### src/rtl/rx_buf_ctrl.sv
// FIFO controller for the receiver's single-port byte RAM: writes from the UART
// always take the shared address; reads run a 3-state issue/capture sequence.
module rx_buf_ctrl #(
  parameter int DATA_WIDTH = 8,
  parameter int ADDR_WIDTH = 2
) (
  input  logic                  clk,
  input  logic                  rst,
  input  logic [DATA_WIDTH-1:0] rx_data,
  input  logic                  rx_valid,
  input  logic                  rd_req,
  input  logic                  clr_ovf,
  output logic [DATA_WIDTH-1:0] dout,
  output logic                  dout_valid,
  output logic [ADDR_WIDTH:0]   count,
  output logic                  empty,
  output logic                  full,
  output logic                  overflow,
  output logic [DATA_WIDTH-1:0] ram_data,
  output logic [ADDR_WIDTH-1:0] ram_addr,
  output logic                  ram_we,
  input  logic [DATA_WIDTH-1:0] ram_q
);
  localparam int DEPTH = 1 << ADDR_WIDTH;

  typedef enum logic [1:0] {IDLE, ISSUE, CAPTURE} state_t;

  state_t                state;
  logic [ADDR_WIDTH-1:0] wr_ptr, rd_ptr;
  logic                  wr_acc, drop, cap;

  // full/empty come straight from the registered count, so a slot freed by
  // CAPTURE only becomes writable on the following cycle.
  assign full   = (count == (ADDR_WIDTH+1)'(DEPTH));
  assign empty  = (count == '0);
  assign wr_acc = rx_valid & ~full;
  assign drop   = rx_valid & full;
  assign cap    = (state == CAPTURE);

  assign ram_we   = wr_acc;
  assign ram_data = rx_data;
  assign ram_addr = wr_acc ? wr_ptr : rd_ptr;

  always_ff @(posedge clk) begin
    if (rst) begin
      state      <= IDLE;
      wr_ptr     <= '0;
      rd_ptr     <= '0;
      count      <= '0;
      overflow   <= 1'b0;
      dout       <= '0;
      dout_valid <= 1'b0;
    end else begin
      dout_valid <= 1'b0;
      if (wr_acc) wr_ptr <= wr_ptr + 1'b1;

      if (drop)         overflow <= 1'b1;
      else if (clr_ovf) overflow <= 1'b0;

      if (wr_acc && !cap)      count <= count + 1'b1;
      else if (!wr_acc && cap) count <= count - 1'b1;

      case (state)
        IDLE:    if (rd_req && !empty) state <= ISSUE;
        // A write owns the port this cycle; retry the read address next cycle.
        ISSUE:   if (!wr_acc) state <= CAPTURE;
        CAPTURE: begin
          dout       <= ram_q;
          dout_valid <= 1'b1;
          rd_ptr     <= rd_ptr + 1'b1;
          state      <= IDLE;
        end
        default: state <= IDLE;
      endcase
    end
  end
endmodule

### config.mk
export PLATFORM = sky130hd
export DESIGN_NAME = rx_buf_ctrl
export DESIGN_NICKNAME = d
export VERILOG_FILES = /design/src/rtl/rx_buf_ctrl.sv
export SDC_FILE = /design/constraint.sdc
export NUM_CORES = 1
export LEC_CHECK = 0
export ABC_AREA = 1
export CORE_UTILIZATION = 36
export CTS_BUF_LIST = sky130_fd_sc_hd__clkbuf_2 sky130_fd_sc_hd__clkbuf_4 sky130_fd_sc_hd__clkbuf_8
export CTS_CLUSTER_DIAMETER = 30
export DETAILED_ROUTE_END_ITERATION = 8
export PLACE_DENSITY = 0.87
export RECOVER_POWER = 50
export REMOVE_ABC_BUFFERS = 1
export SLEW_MARGIN = 20
export SYNTH_ARGS = -nofsm -noshare
export SYNTH_HDL_FRONTEND = slang
export SYNTH_SLANG_ARGS = --single-unit
export TNS_END_PERCENT = 10
### constraint.sdc
create_clock -name clk -period 1.9 [get_ports clk]
set_clock_uncertainty 0.2 [all_clocks]
set_input_delay 0.38 -clock clk [delete_from_list [all_inputs] [get_ports clk]]
set_output_delay 0.38 -clock clk [all_outputs]
set_load 0.005 [all_outputs]
Yosys cells after proc, flatten, opt, wreduce, memory -nomap -nowiden

Cells that the tools add are included.
Widths: inputs -> output; s select.

Input port bits: 21
Register bits: 19
Latch bits: 0
ROM bits: 0
RAM bits: 0
Memories kept: 0
Word-level logic and storage cells: 39
Output and inout bits: 26

Divide/modulo/power cells: 0
Reductions and logical operators: 11
Magnitude comparators: 0
Multipliers: 0
Add/subtract/negate cells: 4
Bitwise operators: 3
Equal/unequal tests: 5
Muxes and demuxes: 9
Shift operators: 0

Operators by type and width:

| operator            | number |
|---|---|
| $mux 2              | 3 |
| $mux 3              | 2 |
| $add 2x1->2 const B | 2 |
| $ne 2x2->1 const B  | 2 |
| $pmux 2 s2          | 1 |
| $reduce_bool 2->1   | 2 |
| $add 3x1->3 const B | 1 |
| $eq 3x3->1 const B  | 1 |
| $logic_and 1x1->1   | 3 |
| $logic_not 1->1     | 3 |
| $logic_not 3->1     | 1 |
| $mux 1              | 3 |
| $sub 3x1->3 const B | 1 |
| $and 1x1->1         | 2 |
| $eq 2x1->1 const B  | 1 |
| $eq 2x2->1 const B  | 1 |
| $logic_not 2->1     | 1 |
| $reduce_and 2->1    | 1 |
| $not 1->1           | 1 |

Longest topological paths before layout

Word-level depth: 7
Depth in mapped cells: 13
Gate-level depth less buffers: 13

Least setup slack after synthesis

No wires, ideal clock.

Path kind: register to register
Start point: register count[0]
End point: register count[2]
Library setup time: 0.113 ns
Path buffers: 0
Clock period less this slack: 1.901 ns
Setup slack: -0.001 ns
Cell stages (with the launch flop): 14
Arrival: 1.588 ns
Data required time: 1.587 ns
Cells stage by stage: dfxtp_1 nor2_2 nand2_2 nand2_2 inv_2 ha_1 inv_1 fa_1 inv_1 nand2_1 nand3_1 nand2_1 nand2_1 nor2_1

Longest elaborated chain between the ends: 6
Elaborated cells between the ends (all ways): 11
Those cells by class: 2 x add/sub; 1 x eq/ne; 2 x mux; 2 x bitwise; 4 x reduce/logical

Ends and longest elaborated chain:

| what                               | line | RTL |
|---|---|---|
| from (decl)                        | 15   | `output logic [ADDR_WIDTH:0] count,` |
| from (signal assigned)             | 60   | `if (wr_acc && !cap) count <= count + 1'b1;` |
| from (signal assigned)             | 61   | `else if (!wr_acc && cap) count <= count - 1'b1;` |
| $eq 3x3->1 *                       | 34   | `assign full = (count == (ADDR_WIDTH+1)'(DEPTH));` |
| $not 1->1 *                        | 36   | `assign wr_acc = rx_valid & ~full;` |
| $and 1x1->1 *                      | 36   |  |
| net ram_we                         | 21   | `output logic ram_we,` |
| $logic_not 1->1                    | --   |  |
| $logic_and 1x1->1                  | 61   |  |
| $reduce_bool 2->1 (no source line) | --   |  |

Mark *: on every way through the listed nets, which the timed path passes. The rest lies on a longest branch. The select of a mux whose other input is x is not followed.
A chain may end at the register's enable or synchronous reset.

Worst setup path in the final report

Start point: register count[0]
End point: output ram_we

Longest elaborated chain between the ends: 3

Ends and longest elaborated chain:

| what        | line |
|---|---|
| $eq 3x3->1  | 34 |
| $not 1->1   | 36 |
| $and 1x1->1 | 36 |
| to (decl)   | 21 |

No other way between the ends.

==> results_dict.tcl <==
set metrics [dict create \
    grtUsageTotal 0.164 \
    drc 0 \
    reg2reg_depth 9 \
    ios 47 \
    required_ns 1.32 \
    first_global_vias 777 \
    wl_per_cell_um 11.5 \
    rows 17 \
    fin_total_pwr_mw 1.07 \
    synthCells 117 \
    antenna_left 0 \
    grt_pass1_wl_um 3220 \
    slew_violations 0 \
    synth_commonest_cells "nor2_1 (26), dfxtp_1 (19), nand2_1 (15), inv_1 (14), o21ai_0 (11)" \
    p_leak_nw 0.579 \
    final_cells 174 \
    finalWirelength_um 2010 \
    fin_nets 170 \
    vias 785 \
    synth_area_leaders "dfxtp_1 (43%), nor2_1 (11%), buf_4 (6.8%)" \
    clockBufferDepth 2 \
    yosysMostFrequentCell "nor2_1" \
    cts_sinks 19 \
    end_kind "output port" \
    synth_cell_types 19 \
    place_congestion 0.814 \
    overflow 0 \
    yosys.area.top_type_share 0.430 \
    placedCellCount 170 \
    ys_seq_area_frac 0.430 \
    cts-root-buf "clkbuf_4" \
    synthFlopType "dfxtp_1" \
    arrival_ns 1.25 \
    period_needed_ns 1.83 \
    relSlewSlack 0.693 \
    htreeDepth 1 \
    clock_latency_ns 0.30 \
    core-area_sq_um 2250 \
    dpl_cell_area_sq_um 1170 \
    synth-seq-cells 19 \
    start_util 0.392 \
    design_area_sq_um 1220 \
    grt_max_degree 15 \
    r2r_slack_ns 0.10 \
    drt-initial-drc-count 11 \
    cp-endpoint "ram_we" \
    dieArea_sq_um 2660 \
    n_antenna_cell 0 \
    max_freq_mhz 546 \
    p_per_area_nw_per_um2 876 \
    outcome "complete, no violations" \
    postCtsSetupBuffers 0 \
    fin_crit_sh 0.963 \
    antenna_found_initial 0 \
    synth-edff-count 0 \
    hold_path_class "register to register" \
    cap_violations 0 \
    hold_buffers 0 \
    syn-cell-area_sq_um 885 \
    syn_avg_cell_area_sq_um 7.56 \
    yosys_warnings 0 \
    worstPathMaxFanout 5 \
    timing.rr.start "count[0]" \
    dr.pass1.iters 2 \
    r2r_end "count[1]" \
    setup_viol 0 \
    tns_ns 0 \
    hold_violations 0 \
    clk_pin_slew_ns 0.11 \
    ir_worst_vdd_v 0.000450 \
    viasPerCell 4.51 \
    crit_path_start "count[0]" \
    hpwl_um 1480 \
    cts_buffers 3 \
    die_y_um 51.6 \
    holdCritStartpoint "overflow" \
    yosys.area.top_type "dfxtp_1" \
    drive_gt1_frac 0.178 \
    portBuffers 30 \
    final_util 0.542 \
    die_w_um 51.6 \
    syn_to_final_growth_pct 38.2 \
    startpoint_type "register" \
    worst_slew_pin_slew_ns 0.460 \
    critical_path_class "register to output port" \
    ys_async_sr_fraction 0 \
    cts_tree "done" \
    nFillCells 233 \
]
-- power by group --
group | internal [mW] | total (mW) | switching (mW)
registers | 0.448 | 0.485 | 0.0366
clock network | 0.0784 | 0.203 | 0.125
logic | 0.203 | 0.383 | 0.180
total | 0.730 | 1.07 | 0.341
-- layer usage --
layer / track usage / vias to the layer above / part of all wire
met3: 0.0702 / 2 / 0.083
met2: 0.305 / 37 / 0.50
met1: 0.166 / 337 / 0.41
met5: 0 / - / 0
met4: 0.0405 / 0 / 0.0075
li1: - / 409 / -
-- state kept, by name, indices dropped and copies added (netlist names) --
register,count
count,3
overflow,1
dout_valid,1
wr_ptr,2
rd_ptr,2
state,2
dout,8
-- stage by stage --
| stage | setup WS (ns) | hold slack (ns) |
|---|---|---|
| after global routing | -0.000128 | 0.302 |
| after detailed placement | -0.484 | 0.264 |
| after floorplan | -0.131 | 0.246 |
| after global placement | -0.426 | 0.251 |
| final | 0.0699 | 0.277 |
| after CTS | 0.000194 | 0.281 |
-- worst max-delay path: stages (launching register included) --
cell	delay, ns
dfxtp_2	0.35
nor2_4	0.11
nand2_2	0.08
nand2_4	0.10
inv_4	0.06
dlygate4sd2_1	0.26
-- repair_timing --
action / CTS / global route
setup endpoints to repair: 7 / 6
resized for setup: 17 / 11
cloned: 0 / 0
pin swaps: 2 / 0
-- layout make-up --
type / instances / area [sq um] / share of cell area
Clock inverter: 1 / 5.00 / 0.00409
Sequential cell: 19 / 383 / 0.313
Timing Repair Buffer: 36 / 329 / 0.269
Inverter: 15 / 58.8 / 0.0481
Clock buffer: 3 / 22.5 / 0.0184
Tap cell: 28 / 35.0 / 0.0287
Multi-Input combinational cell: 72 / 389 / 0.318
-- placed cells by master (no fill, tap or decap), types with 2 or more instances in the layout --
cell type	netlist	routed
nor2_1	26	27
clkdlybuf4s50_1	0	21
dfxtp_1	19	17
nand2_1	15	15
inv_1	14	13
o21ai_0	11	9
nand3_1	5	4
buf_4	8	4
clkbuf_4	0	3
dlygate4sd2_1	0	3
nand2_2	3	2
nand2_4	1	2
o21ai_2	0	2
a21oi_1	2	2
dfxtp_2	0	2
dlymetal6s2s_1	0	2
clkbuf_1	0	2
-- how the worst min path moves through the flow --
stage	to	cells past startpoint
after global routing	overflow	2
after global placement	overflow	2
after CTS	overflow	2
final	overflow	2
after floorplan	wr_ptr[1]	2
after detailed placement	overflow	2
-- cells by family after synthesis --
family / synth area share
and+or+nand+nor: 0.264
buffers and inverters: 0.170
DFF: 0.430
AOI/OAI and AO/OA: 0.0891
adders and majority gates: 0.0368
xor gates and xnor gates: 0.00990
Power figures use the tool's default switching activity.
